$ cat src/rtl/oled_seq.sv
//------------------------------------------------------------------------------
// Module  : oled_seq
// Brief   : SSD1306 init + framebuffer refresh sequencer feeding an I2C byte master
// Revision: 1.0
//------------------------------------------------------------------------------
`default_nettype none

module oled_seq #(
    parameter logic [6:0] I2C_ADDR = 7'h3C,
    parameter int         N_INIT   = 25,
    parameter int         N_PIX    = 1024
) (
    input  logic       clk,
    input  logic       rst_n,
    input  logic       start,
    output logic       busy,
    output logic       done,
    output logic       error,
    output logic [4:0] rom_addr,
    input  logic [7:0] rom_data,
    output logic [9:0] pix_addr,
    input  logic [7:0] pix_data,
    output logic       tx_valid,
    input  logic       tx_ready,
    output logic [7:0] tx_data,
    output logic       tx_first,
    output logic       tx_last,
    input  logic       nack
);

    localparam logic [7:0]  c_ADDR_W   = {I2C_ADDR, 1'b0};
    localparam logic [7:0]  c_CTRL_CMD = 8'h00;
    localparam logic [7:0]  c_CTRL_DAT = 8'h40;
    localparam logic [4:0]  c_ROM_LAST = 5'(N_INIT - 1);
    localparam logic [10:0] c_PIX_LAST = 11'(N_PIX - 1);

    typedef enum logic [3:0] {
        IDLE    = 4'd0,
        I_ADDR  = 4'd1,
        I_CTRL  = 4'd2,
        I_CMD   = 4'd3,
        F_ADDR  = 4'd4,
        F_CTRL  = 4'd5,
        F_FETCH = 4'd6,
        F_DATA  = 4'd7,
        DONE    = 4'd8,
        ERR     = 4'd9
    } state_t;

    state_t      r_state;
    state_t      w_next;
    logic [4:0]  r_rom;
    logic [10:0] r_cnt;
    logic        r_init_done;
    logic        r_error;
    logic        w_rom_last;
    logic        w_pix_last;

    assign w_rom_last = (r_rom == c_ROM_LAST);
    assign w_pix_last = (r_cnt == c_PIX_LAST);
    assign busy       = (r_state != IDLE) && (r_state != ERR);
    assign error      = r_error;
    assign rom_addr   = r_rom;
    assign pix_addr   = r_cnt[9:0];

    // Outputs decode straight from state so an async reset clears them at once.
    always_comb begin
        w_next   = r_state;
        tx_valid = 1'b0;
        tx_data  = 8'h00;
        tx_first = 1'b0;
        tx_last  = 1'b0;
        done     = 1'b0;
        case (r_state)
            IDLE: begin
                if (start) w_next = r_init_done ? F_ADDR : I_ADDR;
            end
            I_ADDR: begin
                tx_valid = 1'b1;
                tx_data  = c_ADDR_W;
                tx_first = 1'b1;
                if (tx_ready) w_next = I_CTRL;
            end
            I_CTRL: begin
                tx_valid = 1'b1;
                tx_data  = c_CTRL_CMD;
                if (tx_ready) w_next = I_CMD;
            end
            I_CMD: begin
                tx_valid = 1'b1;
                tx_data  = rom_data;
                tx_last  = w_rom_last;
                if (tx_ready) w_next = w_rom_last ? F_ADDR : I_CMD;
            end
            F_ADDR: begin
                tx_valid = 1'b1;
                tx_data  = c_ADDR_W;
                tx_first = 1'b1;
                if (tx_ready) w_next = F_CTRL;
            end
            F_CTRL: begin
                tx_valid = 1'b1;
                tx_data  = c_CTRL_DAT;
                if (tx_ready) w_next = F_FETCH;
            end
            F_FETCH: begin
                w_next = F_DATA;
            end
            F_DATA: begin
                tx_valid = 1'b1;
                tx_data  = pix_data;
                tx_last  = w_pix_last;
                if (tx_ready) w_next = w_pix_last ? DONE : F_FETCH;
            end
            DONE: begin
                done   = 1'b1;
                w_next = IDLE;
            end
            ERR: begin
                w_next = IDLE;
            end
            default: begin
                w_next = IDLE;
            end
        endcase
        if (busy && nack) w_next = ERR;
    end

    always_ff @(posedge clk or negedge rst_n) begin
        if (!rst_n) begin
            r_state     <= IDLE;
            r_rom       <= 5'd0;
            r_cnt       <= 11'd0;
            r_init_done <= 1'b0;
            r_error     <= 1'b0;
        end else begin
            r_state <= w_next;
            if (r_state == IDLE && start) begin
                r_error <= 1'b0;
                r_rom   <= 5'd0;
                r_cnt   <= 11'd0;
            end
            // A NACK wins over a coincident accept: nothing advances.
            if (busy && nack) begin
                r_error <= 1'b1;
            end else if (tx_ready) begin
                if (r_state == I_CMD) begin
                    if (w_rom_last) r_init_done <= 1'b1;
                    else            r_rom       <= r_rom + 5'd1;
                end
                if (r_state == F_DATA) begin
                    r_cnt <= w_pix_last ? 11'd0 : r_cnt + 11'd1;
                end
            end
        end
    end

endmodule

`default_nettype wire

$ cat config.mk
export PLATFORM = sky130hd
export DESIGN_NAME = oled_seq
export DESIGN_NICKNAME = d
export VERILOG_FILES = /design/src/rtl/oled_seq.sv
export SDC_FILE = /design/constraint.sdc
export NUM_CORES = 1
export LEC_CHECK = 0
export CORE_MARGIN = 2
export CORE_UTILIZATION = 40
export CTS_BUF_LIST = sky130_fd_sc_hd__clkbuf_4 sky130_fd_sc_hd__clkbuf_8
export DETAILED_ROUTE_END_ITERATION = 8
export GPL_TIMING_DRIVEN = 1
export PLACE_DENSITY = 0.7
export SYNTH_ARGS = -nofsm -noshare
export SYNTH_HDL_FRONTEND = slang
export SYNTH_SLANG_ARGS = --single-unit
$ cat constraint.sdc
create_clock -name clk -period 1.9 [get_ports clk]
set_input_delay 0.38 -clock clk [delete_from_list [all_inputs] [get_ports clk]]
set_output_delay 0.38 -clock clk [all_outputs]
set_load 0.01 [all_outputs]
; ---- Word-level counts from Yosys, hierarchy flattened
; Cells that the tools add are included.
; Widths: inputs -> output; s select.
[totals]
ff_bits = 22
latch_bits = 0
mem_bits_rw = 0
rom_bits = 0
inputBits = 21
out_inout_bits = 29
word_cells = 65
n_memories = 0
[op_classes]
addsub = 2
n_mul = 0
div = 0
n_lt_le_gt_ge = 0
eq_ne = 18
shift = 0
n_mux = 29
bitwise = 1
n_reduce_logical = 10
[ops]
columns = cell, count
row1 = $mux 11, 5
row2 = $mux 4, 9
row3 = $pmux 4 s8, 1
row4 = $pmux 8 s4, 1
row5 = $mux 5, 5
row6 = $ne 3x3->1 const B, 7
row7 = $eq 4x3->1 const B, 4
row8 = $add 11x1->11 const B, 1
row9 = $eq 11x10->1 const B, 1
row10 = $eq 4x2->1 const B, 2
row11 = $reduce_and 7->1, 1
row12 = $mux 3, 2
row13 = $reduce_or 6->1, 1
row14 = $add 5x1->5 const B, 1
row15 = $eq 5x5->1 const B, 1
row16 = $mux 1, 5
row17 = $eq 4x1->1 const B, 1
row18 = $eq 4x4->1 const B, 1
row19 = $logic_not 4->1, 1
row20 = $ne 4x4->1 const B, 1
row21 = $reduce_and 4->1, 1
row22 = $reduce_bool 4->1, 1
row23 = $logic_and 1x1->1, 3
row24 = $pmux 1 s2, 1
row25 = other kinds (3), 3

; ---- Longest topological paths before layout
; Gate-level depths: netlist of run 1.
[logic_depth]
depth_word = 7
depth_mapped = 7
depth_no_buf = 6

; ---- Least setup slack after synthesis of run 1
; Ideal clock, no wire load.
[synth_path]
kind = register -> output
from = register r_cnt[0]
to = output port tx_last
arrival_ns = 1.411
required_ns = 1.520
setup_slack_ns = 0.109
stages_incl_launch_ff = 7
path_buffers = 0
path_cell_list = dfrtp_1 > ha_1 > nand2_1 > nor4_4 > and2_2 > a21oi_1 > nor2_1
[synth_between]
elab_chain_cells = 2
[synth_lines]
columns = element, line_no
row1 = "start, declared", 53  ; logic [10:0] r_cnt;
row2 = "start signal, assigned", 152  ; r_cnt <= w_pix_last ? 11'd0 : r_cnt + 11'd1;
row3 = $eq 11x10->1, 60  ; assign w_pix_last = (r_cnt == c_PIX_LAST);
row4 = $pmux 1 s2, 74  ; case (r_state)
row5 = "end, declared", 27  ; output logic tx_last,
; No other way between the ends.

; ---- Final worst setup path of run 1
[layout_path]
from = register r_cnt[3]
to = output port tx_last
; The elaborated chain is that of the path after synthesis.

==> flow_metrics.py, run 1 <==
metrics = {
    "power": {
        "power_switching_mw": 0.845,
        "pwr-share-seq": 0.258,
        "sw_frac_of_total": 0.385,
        "p_int_mw": 1.35,
        "power_density_nw_per_um2": 911,
        "p_clk_frac": 0.205,
        "peakVddDrop_v": 0.000451,
        "p_leak_nw": 1.11,
        "combPwrFrac": 0.537,
    },
    "setup_path": {
        "rr_startpoint": "r_state[2]",
        "cp.arrival_ns": 1.58,
        "path_max_fanout": 2,
        "critical_path_class": "reg -> out",
        "end_kind": "primary output",
        "start_kind": "flip-flop",
        "worstPathRequired_ns": 1.52,
        "crit_start": "r_cnt[3]",
    },
    "run": {
        "cap_violations": 0,
    },
    "synthesis": {
        "synth_cells": 192,
        "synth_enable_flop_cells": 0,
        "synthArstFlopShare": 1.00,
        "synth_flop_cell": "dfrtp_1",
        "seq_area_frac_synth": 0.337,
        "ys_ff_latch": 22,
        "syn-cell-area_sq_um": 1640,
        "syn_avg_cell_area_sq_um": 8.52,
        "synth-warning-count": 0,
        "syn-num-nets": 216,
        "ys_types": 47,
    },
    "die": {
        "rows": 23,
        "die_y_microns": 67.9,
        "core-area_sq_um": 3970,
        "die_w_microns": 67.9,
        "ios": 50,
        "fp.dieArea_sq_um": 4620,
        "start_util": 0.412,
    },
    "cts": {
        "cts_tree": "built",
        "cts_buffer_depth": 2,
        "path_clk_slew_ns": 0.08,
        "clock_sinks": 22,
        "ctsRootBufferMaster": "clkbuf_8",
        "numCtsBuffers": 3,
        "cts_max_level": 1,
        "ctsHoldBuffers": 0,
        "clock_latency_ns": 0.27,
    },
    "finish": {
        "antenna_cells": 0,
        "final_cell_mix": "buf_4, clkdlybuf4s50_1, nand2_1",
        "fin_nets": 293,
        "fin_cells": 318,
        "layout_commonest_cell": "buf_4",
        "syn_to_final_growth_pct": 47.1,
        "stdcell_area_sq_um": 2400,
        "drive_gt1_frac": 0.276,
    },
    "place": {
        "dp.cells": 302,
        "gp_congestion": 0.861,
        "hpwl_microns": 2960,
        "port_buffers": 49,
        "post_dp_cell_area_sq_um": 2250,
    },
    "timing": {
        "max_freq_mhz": 511,
        "tightest_slew_ns": 0.396,
        "min_period_ns": 1.96,
        "hold_viol": 0,
        "post-route-period-util": 1.03,
        "slew_headroom": 0.734,
        "finClkSkew_ns": 0.00175,
        "setup_viol": 1,
        "rsz0062_at_grt": "yes",
        "worst_slack_ns": -0.0556,
        "drv_slew": 0,
    },
    "global_routing": {
        "grt_pass1_wl_microns": 6550,
        "grt_overflow": 0,
        "grt_pass1_vias": 1458,
        "grt_max_degree": 23,
        "antenna_found_initial": 0,
        "grtUsageTotal": 0.184,
    },
    "detailed_routing": {
        "vias": 1614,
        "drt_wl_total_microns": 4140,
        "drc": 0,
        "drt-wirelength-per-cell_microns": 13.0,
        "vias_per_cell": 5.08,
        "drtIter0Drc": 51,
        "drtPass1Iterations": 4,
        "drtAntennaViolNets": 0,
    },
    "outcome": {
        "status": "finished with violations",
        "violations": "setup timing",
    },
    "hold_path": {
        "min_path_type": "in -> async",
    },
}
-- flip-flops by register name (all words and copies together), names as in the netlist --
register,count
rom_addr,5
error,1
r_cnt,11
r_init_done,1
r_state,4
-- synth_stat cells (all sizes together), types with 2 or more instances --
library cell	number	area, sq um
nand3	15	92.6
o21ai	16	80.1
mux2i	5	50.1
a31oi	4	25.0
dfrtp	22	551
inv	8	30.0
nor2b	3	18.8
and3b	3	27.5
ha	3	37.5
nand2	23	86.3
and2	4	26.3
xor2	3	26.3
xnor2	4	35.0
nor2	16	67.6
buf	20	171
a311oi	2	23.8
o31ai	2	15.0
nor4	2	27.5
a21oi	12	63.8
nand4	3	18.8
nand2b	4	25.0
and3	5	32.5
-- power by group through the flow --
stage                     clock [mW]  sequential (mW)  combinational, mW
after floorplan                    0            0.584              0.697
after global placement             0            0.592               1.14
after detailed placement           0            0.591               1.14
after CTS                      0.454            0.578               1.12
after global routing           0.470            0.571               1.31
final                          0.449            0.566               1.18
-- worst paths after layout --
check                              end  slack (ns)  depth (start not counted)
hold reg to reg                  error        0.51                          2
hold / removal                r_cnt[0]        0.45                          2
max in group asynchronous   r_state[0]        1.20                          2
min in group clk                 error        0.51                          2
setup reg to reg           rom_addr[3]        0.17                          7
setup / recovery               tx_last       -0.06                          6
-- worst max-delay path, stage by stage, from the launching register on --
cell     delay, ns
dfrtp_1       0.38
nand3_2       0.14
nor4_4        0.31
and2_4        0.19
a21oi_2       0.06
nor2_1        0.08
buf_2         0.14
-- cells by family (layout without fill, tap and decap cells) --
kind of cell	after synthesis	after routing	share of synthesized area
simple gates	83	83	0.282
mux	5	5	0.0306
buf+inv	28	104	0.123
xor+xnor	7	7	0.0375
compound gates	44	44	0.167
fa+ha+maj	3	3	0.0230
flops	22	22	0.337
-- metrics by stage --
step,total power [mW],setup slack [ns],util,hold slack [ns],TNS [ns]
detailed placement,1.73,-0.264,0.566,0.465,-1.40
global route,2.35,-0.149,0.606,0.473,-0.149
finish,2.19,-0.0556,0.606,0.451,-0.0556
CTS,2.15,-0.182,0.600,0.460,-0.347
floorplan,1.28,0.109,-,0.0844,0
global placement,1.73,-0.261,0.566,0.475,-1.31
-- final cells by class --
| cell class | count | area [sq um] |
|---|---|---|
| fill | 331 | 1570 |
| multi-input combinational | 142 | 912 |
| timing repair buffer | 92 | 774 |
| sequential | 22 | 554 |
| tap | 50 | 62.6 |
| clock buffer | 3 | 41.3 |
| clock inverter | 1 | 30.0 |
| inverter | 8 | 30.0 |
-- per-layer routing --
metal,part of all wire,track usage,wire length (microns),vias to the layer above
met5,0,0,0,-
met4,0.013,0.0600,54,0
met3,0.040,0.0181,164,5
met2,0.47,0.283,1940,43
met1,0.48,0.269,1980,749
li1,-,-,-,817
-- repair_timing --
item | 4_1_cts | 5_1_grt
setup buffers | 7 | 5
cloned | 0 | 0
pin swaps | 0 | 4
endpoints found under the setup margin | 13 | 12
resized for setup | 30 | 17
Power figures use the tool's default switching activity.
==> run 2: changes to the inputs <==
--- a/config.mk
+++ b/config.mk
@@ -10,6 +10,7 @@
 export CTS_BUF_LIST = sky130_fd_sc_hd__clkbuf_4 sky130_fd_sc_hd__clkbuf_8
 export DETAILED_ROUTE_END_ITERATION = 8
 export GPL_TIMING_DRIVEN = 1
+export MAX_ROUTING_LAYER = met4
 export PLACE_DENSITY = 0.7
 export SYNTH_ARGS = -nofsm -noshare
 export SYNTH_HDL_FRONTEND = slang
==> run 2 against run 1 <==
Compared with the run above:
- sequential power increased by 1%
- count of clock-buffer cells in the layout unchanged
- total power rose by 0.70%
- register-to-register slack is essentially flat
- setup slack worse by 0.00082 ns
- sequential share of layout area decreased by 0.072 points
- sequential cell count is the same
- highest routed layer unchanged
- routed wire length is 0.63% higher
- the run still ends with setup timing left
- non-clock buffer count is 1 higher
- critical endpoint unchanged
- worst hold slack got worse by 0.00059 ns
==> flow_metrics.py, run 2 (synthesized netlist as in run 1, its figures left out) <==
metrics = {
    "die": {
        "die_y_microns": 67.9,
        "ios": 50,
        "die_w_microns": 67.9,
        "core-area_sq_um": 3970,
        "fp.dieArea_sq_um": 4620,
        "rows": 23,
        "start_util": 0.412,
    },
    "setup_path": {
        "crit_start": "r_cnt[3]",
        "r2r_end": "rom_addr[3]",
        "end_kind": "primary output",
        "worst-path-buf-inv": 1,
        "start_kind": "flip-flop",
        "cp_slowest_cell": "dfrtp_1",
        "rr_startpoint": "r_state[2]",
        "cp_slowest_stage_delay_ns": 0.38,
        "r2r_cells": 7,
        "regToRegSetupSlack_ns": 0.16,
        "critical_path_class": "reg -> out",
        "path_delay_family": "simple AND/OR/NAND/NOR gates",
        "path_cells": "nand3_2 -> nor4_4 -> and2_4 -> a21oi_2 -> nor2_1 -> buf_2",
        "path_max_fanout": 2,
        "cp.arrival_ns": 1.58,
        "worstPathRequired_ns": 1.52,
    },
    "finish": {
        "final_cell_mix": "buf_4, clkdlybuf4s50_1, nand2_1",
        "largest_reg_flops": 11,
        "nFillCells": 331,
        "syn_to_final_growth_pct": 47.5,
        "antenna_cells": 0,
        "fin_nets": 294,
        "stdcell_area_sq_um": 2410,
        "drive_gt1_frac": 0.279,
        "regMostFlops": "r_cnt",
        "final_core_util": 0.607,
        "layout_commonest_cell": "buf_4",
    },
    "detailed_routing": {
        "drtAntennaViolNets": 0,
        "vias_per_cell": 5.09,
        "vias": 1625,
        "drtIter0Drc": 55,
        "drtPass1Iterations": 4,
        "drc": 0,
        "drt_wl_total_microns": 4160,
        "drt-wirelength-per-cell_microns": 13.0,
    },
    "cts": {
        "ctsRootBufferMaster": "clkbuf_8",
        "path_clk_slew_ns": 0.08,
        "cts_tree": "built",
        "clock_sinks": 22,
        "cts_buffer_depth": 2,
        "clock_latency_ns": 0.27,
        "cts_max_level": 1,
        "numCtsBuffers": 3,
    },
    "power": {
        "power_density_nw_per_um2": 915,
        "p_int_mw": 1.36,
        "p_clk_frac": 0.204,
        "p_leak_nw": 1.12,
        "sw_frac_of_total": 0.384,
        "power_switching_mw": 0.848,
        "pwr-share-seq": 0.260,
        "peakVddDrop_v": 0.000465,
        "combPwrFrac": 0.537,
    },
    "timing": {
        "hold_ws_ns": 0.450,
        "drv_slew": 0,
        "setup_viol": 1,
        "min_period_ns": 1.96,
        "finClkSkew_ns": 0.00175,
        "tightest_slew_ns": 0.398,
        "max_freq_mhz": 511,
        "hold_viol": 0,
        "slew_headroom": 0.733,
        "post-route-period-util": 1.03,
        "rsz0062_at_grt": "yes",
        "worst_slack_ns": -0.0564,
    },
    "global_routing": {
        "grt_pass1_vias": 1454,
        "grt_max_degree": 23,
        "grtUsageTotal": 0.190,
        "grt_pass1_wl_microns": 6560,
        "antenna_found_initial": 0,
        "grt_overflow": 0,
    },
    "place": {
        "place_ws_ns": -0.264,
        "gp_congestion": 0.875,
        "port_buffers": 49,
        "post_dp_cell_area_sq_um": 2250,
        "hpwl_microns": 2960,
    },
    "outcome": {
        "violations": "setup timing",
        "status": "finished with violations",
    },
    "hold_path": {
        "min_path_type": "in -> async",
    },
    "run": {
        "cap_violations": 0,
    },
}
-- run 2: power groups by stage --
stage / Combinational (mW) / Sequential [mW] / Clock, mW
floorplan: 0.697 / 0.584 / 0
global placement: 1.14 / 0.592 / 0
detailed placement: 1.14 / 0.591 / 0
CTS: 1.12 / 0.578 / 0.454
global route: 1.32 / 0.578 / 0.470
finish: 1.18 / 0.573 / 0.449
-- run 2: cell type report --
cell class | count | area, sq um | share of cell area
clock buffers | 3 | 41.3 | 0.0171
clock inverters | 1 | 30.0 | 0.0124
inverters | 8 | 30.0 | 0.0124
multi-input cells | 142 | 912 | 0.378
flip-flops and latches | 22 | 554 | 0.230
well taps | 50 | 62.6 | 0.0259
repair buffers | 93 | 782 | 0.324
-- run 2: through the flow --
step,power (mW),cells,TNS (ns)
3_5_place_dp,1.73,302,-1.40
5_1_grt,2.37,319,-0.193
2_1_floorplan,1.28,192,0
3_3_place_gp,1.73,302,-1.31
4_1_cts,2.15,313,-0.347
6_report,2.21,319,-0.0564
-- run 2: repair_timing --
| item | CTS | global route |
|---|---|---|
| setup buffers | 7 | 6 |
| pin swaps | 0 | 5 |
| setup endpoints to repair | 13 | 12 |
| hold buffers | 0 | 0 |
| gates resized for setup | 30 | 17 |
-- run 2: routing by layer --
layer / track usage / up-vias / routed length, microns
li1: - / 820 / -
met1: 0.275 / 755 / 2020
met2: 0.280 / 45 / 1950
met3: 0.0148 / 5 / 137
met4: 0.0600 / 0 / 54
met5: - / - / 0
-- run 2: worst max-delay path by stage --
stage | endpoint | slack, ns | cells after the start
CTS | tx_last | -0.18 | 7
global placement | tx_data[4] | -0.26 | 6
finish | tx_last | -0.06 | 6
floorplan | tx_last | 0.11 | 6
detailed placement | tx_data[3] | -0.26 | 6
global route | tx_last | -0.15 | 6
-- run 2: worst register-to-register path, cell delays in order, from the launching register on --
cell,delay (ns)
dfrtp_2,0.45
buf_4,0.15
buf_4,0.18
nor2_4,0.15
and3b_1,0.27
nand4_1,0.14
xnor2_1,0.14
and2_1,0.16
